File: src/rtl/data_sync_mc.sv
// rtl/data_sync_mc.sv - multi-channel enable-qualified bus synchronizer with round-robin output
//
// Destination (D_CLK) side of a MUX-select bus synchronizer for NUM_CH channels.
// Each channel's enable passes through an N_STAGES flop chain and an edge detector.
// The resulting pulse captures that channel's bus into a hold register and marks it
// pending. A round-robin arbiter drains pending channels onto a single registered
// valid/ready output.
//
// Optional feature macro: MCDS_OVF_CNT_EN (adds the ovf_cnt port and overrun counter).
//
// Ports:
//   D_CLK          in   destination clock
//   D_RST          in   asynchronous active-low reset
//   Unsync_bus     in   NUM_CH*DATA_WIDTH, channel c at [c*DATA_WIDTH +: DATA_WIDTH]
//   Unsync_enable  in   NUM_CH per-channel enable (level or toggle, see EN_MODE)
//   out_data       out  DATA_WIDTH data of the granted channel
//   out_ch         out  CH_W index of the channel in out_data
//   out_valid      out  out_data/out_ch valid
//   out_ready      in   consumer accepts when out_valid && out_ready
//   ovf_flag       out  NUM_CH sticky overrun flags
//   ovf_clr        in   clears ovf_flag (and ovf_cnt)
//   ovf_cnt        out  CNT_WIDTH saturating overrun-cycle count (MCDS_OVF_CNT_EN only)
module data_sync_mc #(
  parameter int DATA_WIDTH = 8,
  parameter int NUM_CH     = 2,
  parameter int N_STAGES   = 2,
  parameter int EN_MODE    = 0,
  parameter int CNT_WIDTH  = 8,
  localparam int CH_W      = (NUM_CH > 1) ? $clog2(NUM_CH) : 1
) (
  input  logic                         D_CLK,
  input  logic                         D_RST,
  input  logic [NUM_CH*DATA_WIDTH-1:0] Unsync_bus,
  input  logic [NUM_CH-1:0]            Unsync_enable,
  output logic [DATA_WIDTH-1:0]        out_data,
  output logic [CH_W-1:0]              out_ch,
  output logic                         out_valid,
  input  logic                         out_ready,
  output logic [NUM_CH-1:0]            ovf_flag,
  input  logic                         ovf_clr
`ifdef MCDS_OVF_CNT_EN
  ,
  output logic [CNT_WIDTH-1:0]         ovf_cnt
`endif
);

  if (NUM_CH < 1 || N_STAGES < 2 || DATA_WIDTH < 1 || CNT_WIDTH < 1) begin : g_bad_param
    $error("data_sync_mc: illegal parameter combination");
  end

  logic [NUM_CH-1:0][N_STAGES-1:0]   sync_q;
  logic [NUM_CH-1:0]                 s;
  logic [NUM_CH-1:0]                 s_d;
  logic [NUM_CH-1:0]                 pulse;
  logic [NUM_CH-1:0][DATA_WIDTH-1:0] hold;
  logic [NUM_CH-1:0]                 pend;
  logic [CH_W-1:0]                   ptr;

  logic                  slot_free;
  logic                  any_pend;
  logic                  drain_en;
  logic [CH_W-1:0]       grant;
  logic [CH_W-1:0]       ptr_nxt;
  logic [DATA_WIDTH-1:0] grant_data;
  logic [NUM_CH-1:0]     drained;
  logic [NUM_CH-1:0]     ovr;

  // Synchronized enable is the last flop of each chain.
  always_comb begin
    s = '0;
    for (int c = 0; c < NUM_CH; c++) begin
      s[c] = sync_q[c][N_STAGES-1];
    end
  end

  // Level mode fires on the rising edge only; toggle mode fires on either edge.
  assign pulse = (EN_MODE == 1) ? (s ^ s_d) : (s & ~s_d);

  assign slot_free = !out_valid || out_ready;
  assign any_pend  = |pend;
  assign drain_en  = slot_free && any_pend;

  // Round-robin pick: each pending channel's distance from ptr (modulo NUM_CH) is
  // computed with constant channel indices, and the smallest distance wins.
  always_comb begin
    int best_off;
    int off;
    int nxt;
    grant      = '0;
    grant_data = '0;
    best_off   = NUM_CH;
    off        = 0;
    for (int c = 0; c < NUM_CH; c++) begin
      off = c - int'(ptr);
      if (off < 0) off = off + NUM_CH;
      if (pend[c] && off < best_off) begin
        best_off   = off;
        grant      = CH_W'(c);
        grant_data = hold[c];
      end
    end
    nxt = int'(grant) + 1;
    if (nxt >= NUM_CH) nxt = 0;
    ptr_nxt = CH_W'(nxt);
  end

  // A channel being drained this cycle may take fresh data without overrunning.
  always_comb begin
    drained = '0;
    ovr     = '0;
    for (int c = 0; c < NUM_CH; c++) begin
      drained[c] = drain_en && (grant == CH_W'(c));
      ovr[c]     = pulse[c] && pend[c] && !drained[c];
    end
  end

  always_ff @(posedge D_CLK or negedge D_RST) begin
    if (!D_RST) begin
      sync_q    <= '0;
      s_d       <= '0;
      hold      <= '0;
      pend      <= '0;
      ptr       <= '0;
      out_data  <= '0;
      out_ch    <= '0;
      out_valid <= 1'b0;
      ovf_flag  <= '0;
    end else begin
      s_d <= s;
      for (int c = 0; c < NUM_CH; c++) begin
        sync_q[c] <= {sync_q[c][N_STAGES-2:0], Unsync_enable[c]};

        if (pulse[c] && (!pend[c] || drained[c])) begin
          hold[c] <= Unsync_bus[c*DATA_WIDTH +: DATA_WIDTH];
          pend[c] <= 1'b1;
        end else if (drained[c]) begin
          pend[c] <= 1'b0;
        end

        // A new overrun outranks a simultaneous clear.
        if (ovr[c]) begin
          ovf_flag[c] <= 1'b1;
        end else if (ovf_clr) begin
          ovf_flag[c] <= 1'b0;
        end
      end

      if (slot_free) begin
        if (any_pend) begin
          out_data  <= grant_data;
          out_ch    <= grant;
          out_valid <= 1'b1;
          ptr       <= ptr_nxt;
        end else begin
          out_valid <= 1'b0;
        end
      end
    end
  end

`ifdef MCDS_OVF_CNT_EN
  // Counts cycles with at least one overrun; clear beats increment, saturates at max.
  always_ff @(posedge D_CLK or negedge D_RST) begin
    if (!D_RST) begin
      ovf_cnt <= '0;
    end else if (ovf_clr) begin
      ovf_cnt <= '0;
    end else if ((|ovr) && (ovf_cnt != {CNT_WIDTH{1'b1}})) begin
      ovf_cnt <= ovf_cnt + 1'b1;
    end
  end
`endif

endmodule

File: config.mk
export PLATFORM = sky130hd
export DESIGN_NAME = data_sync_mc
export DESIGN_NICKNAME = d
export VERILOG_FILES = /design/src/rtl/data_sync_mc.sv
export SDC_FILE = /design/constraint.sdc
export NUM_CORES = 1
export LEC_CHECK = 0
export CORE_MARGIN = 10
export CORE_UTILIZATION = 40
export CTS_CLUSTER_SIZE = 24
export DETAILED_ROUTE_END_ITERATION = 10
export HOLD_SLACK_MARGIN = 0.03
export PLACE_DENSITY = 0.69
export SKIP_CTS_REPAIR_TIMING = 1
export SYNTH_ARGS = -nofsm -noshare
export SYNTH_HDL_FRONTEND = slang
export SYNTH_SLANG_ARGS = --single-unit
export TNS_END_PERCENT = 5
File: constraint.sdc
create_clock -name D_CLK -period 1.4 [get_ports D_CLK]
set_input_delay 0.14 -clock D_CLK [delete_from_list [all_inputs] [get_ports D_CLK]]
set_output_delay 0.14 -clock D_CLK [all_outputs]
set_load 0.03 [all_outputs]
Word-level counts from Yosys, hierarchy flattened
Index checks and enable logic that the tools add are counted.
- register bits after elaboration: 37
- bits in latches: 0
- memory bits (writable): 0
- ROM bits: 0
- input bits: 22
- output and inout port bits: 12
- word-level logic and storage cells: 66
- memories: 0
- $add $sub $neg: 5
- multipliers: 0
- divide/modulo/power cells: 0
- magnitude comparators: 5
- equal/unequal tests: 0
- shift operators: 0
- muxes and demuxes: 15
- bitwise gates (word level): 3
- reduce and logical (&&, ||, !) cells: 25
- operators by type and width (cell ; number):
    32-bit two-way mux ; 3
    32-bit by 3-bit < comparator with 1-bit output, second input constant ; 1
    32-bit < comparator ; 1
    8-bit two-way mux ; 2
    1-bit logical AND ; 11
    1-bit two-way mux ; 10
    2-bit by 3-bit adder with 4-bit output, second input constant ; 2
    2-bit nonzero test ; 4
    1-bit logical NOT ; 5
    2-bit by 1-bit < comparator with 1-bit output, second input constant ; 2
    1-bit by 1-bit subtractor with 2-bit output, first input constant ; 2
    1-bit logical OR ; 3
    1-bit by 1-bit adder with 2-bit output, second input constant ; 1
    2-bit bitwise AND ; 1
    2-bit greater-or-equal comparator, second input constant ; 1
    2-bit NOT ; 1
    2-bit AND reduction ; 1
    2-bit OR reduction ; 1
    1-bit NOT ; 1

Longest topological paths before layout
- word-level depth: 14
- depth in mapped cells: 5
- mapped depth without buffers: 4

Least setup slack after synthesis
No wires, ideal clock.
- kind: flip-flop to flip-flop
- start: reg out_valid
- end: reg hold[0] (netlist name)
- setup time: 0.125 ns
- arrival time: 1.445 ns
- data required time: 1.275 ns
- path slack: -0.170 ns
- cell stages (with the launch flop): 6
- buffers on the path: 1
- clock period less this slack: 1.570 ns
- cells stage by stage: dfrtp_1 nor2b_2 o21ai_2 nand2b_1 buf_6 mux2_4
- longest elaborated chain between the ends: 6
- ends and longest elaborated chain (item ; line ; source):
    start, declared ; 37 ; output logic out_valid,
    start signal, assigned ; 126 ; out_valid <= 1'b0;
    start signal, assigned ; 152 ; out_valid <= 1'b1;
    start signal, assigned ; 155 ; out_valid <= 1'b0;
    1-bit logical NOT ; 79 ; assign slot_free = !out_valid || out_ready;
    1-bit logical OR ; 79 ;
    1-bit logical AND ; 81 ; assign drain_en = slot_free && any_pend;
    1-bit logical AND ; 112 ; drained[c] = drain_en && (grant == CH_W'(c));
    1-bit logical OR ; 133 ; if (pulse[c] && (!pend[c] || drained[c])) begin
    1-bit logical AND ; 133 ;
    end signal, assigned by index ; 134 ; hold[c] <= Unsync_bus[c*DATA_WIDTH +: DATA_WIDTH];
    end, declared ; 55 ; logic [NUM_CH-1:0][DATA_WIDTH-1:0] hold;
No other way between the ends.
A chain may end at the register's enable or synchronous reset.

Final worst setup path
- start: reg out_valid
- end: reg hold[12] (netlist name)
The elaborated chain is that of the path after synthesis.

==> run_results.csv <==
group,metric,value,unit
final_layout,final_util,58.1,%
critical_path,critPathKind,"reg2reg",
synth,yosys.area_share.simple,9.87,%
clock_network,root_buffer,"clkbuf_8",
synth,synthMuxAreaShare,16.1,%
final_layout,syn_to_final_growth,41.1,%
synth,netlist_area,1500,µm²
floorplanning,die_h,81.2,µm
timing,period_needed,1.41,ns
timing,clock.fmax,708,MHz
power,peakVddDrop,0.000802,V
clock_network,cts_tree,"done",
global_route,grt-ovfl-total,0,
detailed_routing,routed_wl,3.17,mm
clock_network,clk_pin_slew,0.07,ns
floorplanning,rows,22,
global_route,grtUsageMet2,15.4,%
final_layout,drive_gt1_share,28.4,%
final_layout,nets,176,
global_route,grt_util_met1,12.1,%
power,pwr-share-comb,37.9,%
synth,post-synth-top-area-cell,"dfrtp_1",
synth,yosysSeqAreaShare,61.9,%
synth,synth_cell_types,19,
clock_network,htree_levels,2,
critical_path,arrival,1.59,ns
synth,synth_edf_count,0,
synth,avgSynthCellArea,14.3,µm²
synth,syn_nets,127,
global_route,antenna_found_initial,0,
timing,rsz0062_at_grt,"yes",
synth,ys_top_cells_by_count,"dfrtp_1 (37), mux2_4 (16), nand2_1 (11)",
critical_path,crit_path_end_kind,"flop",
floorplanning,core_area,3630,µm²
synth,synthAdderAreaFrac,0,%
synth,async_reset_ff_share,100,%
global_route,grt_usage,10.2,%
placed_design,gp_congestion,0.798,
floorplanning,die_w,81.2,µm
synth,synth_seq_cells,37,
critical_path,critPathRequiredTime,1.57,ns
clock_network,cts_sinks,37,
global_route,grt_busiest_layer,"met2",
run_status,status,"complete, but fails checks",
global_route,grt_max_degree,22,
timing,slew_violations,0,
detailed_routing,wl_per_cell,15.6,µm
floorplanning,dieArea,6590,µm²
synth,synth_area_leaders,"dfrtp_1 (62%), mux2_4 (16%), a221o_1 (5.4%), nand2_1 (2.8%), o21ai_2 (2.3%)",
timing,worst_pin_slew,0.415,ns
timing,setup_viol,9,
synth,synth_top_family_by_area,"multiplexers",
final_layout,antenna_cells,0,
placed_design,dp_cells,194,
critical_path,cp_max_fo,8,
synth,yosysMostFrequentCell,"dfrtp_1",
timing,holdWs,0.287,ns
timing,setup_ws,-0.0124,ns
synth,ys.flop_type,"dfrtp_1",
timing,fin_skew,0.00346,ns
final_layout,instances_no_fill,203,
placed_design,hpwl,2.47,mm
floorplanning,ios,34,
power,switchingPower,1.20,mW
timing,hold_viol,0,
global_route,first_global_vias,1051,
run_status,violations,"negative setup slack",
timing,final.setup.tns,-0.0665,ns
hold_path,hold_path.class,"in2reg",
detailed_routing,vias,975,
power,p_leak,1.10,nW
placed_design,place.port_buffers,33,
global_route,grt_pass1_wl,5.06,mm
clock_network,numCtsBuffers,5,
power,p_per_area,1710,nW/µm²
power,pwr-share-clk,19.4,%
detailed_routing,ant_nets,0,
power,power.share.switching,33.0,%
power,seqPwrFrac,42.8,%
floorplanning,start_util,41.2,%
critical_path,cp-start-kind,"flop",
power,p_int,2.42,mW
clock_network,insertion_delay,0.29,ns
detailed_routing,via_per_inst,4.80,
synth,syn_inst,105,
clock_network,clockBufferDepth,2,
job,maxCapViolCount,0,
detailed_routing,drtIter0Drc,29,
placed_design,pre_cts_ws,-0.189,ns
synth,synth_warnings,0,
global_route,use_met3,5.63,%
detailed_routing,drc,0,
timing,maxSlewHeadroom,72.3,%
synth,yosysTopAreaCellShare,61.9,%
detailed_routing,first_pass_iters,4,
synth,synthXorXnorAreaFrac,0,%
timing,min_period_over_period,101,%
synth,synth_compound_area_share,9.36,%
-- sequential cells by signal (all words and copies together), names as in the netlist --
signal     cells
s_d            2
sync_q         2
out_data       8
out_ch         1
hold          16
pend           2
out_valid      1
ovf_flag       2
s              2
ptr            1
-- kinds of logic (layout without fill, tap and decap cells) --
family	after synthesis	in the layout
buf+inv	7	57
compound gates	16	16
simple gates	29	29
flops	37	37
mux	16	16
-- critical path, stage by stage (launching register included) --
cell	delay, ns
dfrtp_2	0.41
nor2b_4	0.14
o21ai_2	0.17
nand2b_1	0.08
buf_4	0.19
mux2_4	0.30
-- final cells by class --
class                   instances  area, µm²
repair buffers                 45        485
multi-input cells              61        541
flip-flops and latches         37        927
clock buffers                   6       72.6
clock inverters                 2       10.0
inverters                       4       15.0
well taps                      48       60.1
fillers                       294       1520
-- layout by cell type (no fill, tap or decap) --
master,n
clkbuf_1,1
mux2_4,16
o21ai_0,1
a21o_1,1
nand2_1,11
nand2b_1,5
o21ai_4,1
o22ai_1,2
buf_4,8
buf_2,1
and2_4,1
buf_12,3
dlygate4sd3_1,1
clkinv_2,2
nor2b_1,1
a221o_1,8
inv_2,1
dfrtp_2,1
dfrtp_1,36
nor2b_4,1
nor3_4,1
nor2_1,8
clkbuf_8,5
nand3_1,1
o21ai_2,3
inv_1,3
clkdlybuf4s50_1,20
dlymetal6s2s_1,12
-- metal layers --
| metal | routed length (µm) | up-vias |
|---|---|---|
| met3 | 192 | 4 |
| met4 | 33 | 0 |
| met1 | 1510 | 477 |
| met2 | 1440 | 31 |
| met5 | 0 | - |
| li1 | - | 463 |
-- worst paths after layout --
| kind | start | endpoint | slack (ns) | cells past startpoint |
|---|---|---|---|---|
| max | out_valid | hold[12] | -0.01 | 5 |
| min | Unsync_enable[0] | sync_q[0] | 0.29 | 1 |
| max reg2reg | out_valid | hold[12] | -0.01 | 5 |
| min reg2reg | sync_q[0] | s[0] | 0.35 | 0 |
| max in group asynchronous | D_RST | out_valid | 0.64 | 3 |
| min in group asynchronous | D_RST | out_data[0] | 0.31 | 2 |
-- metrics by stage --
stage / total power [mW] / cell area [µm²]
3_3_place_gp: 2.91 / 1980
2_1_floorplan: 2.35 / 1500
6_report: 3.62 / 2110
5_1_grt: 3.82 / 2110
3_5_place_dp: 2.96 / 1980
4_1_cts: 3.66 / 2060
-- power groups by stage --
stage               Sequential, mW  Clock, mW  Combinational [mW]
floorplan                     1.80          0               0.544
finish                        1.55      0.702                1.37
global placement              1.55          0                1.36
global route                  1.58      0.763                1.47
CTS                           1.56      0.712                1.39
detailed placement            1.57          0                1.39
Note: power is estimated with default switching activity, not from simulation.
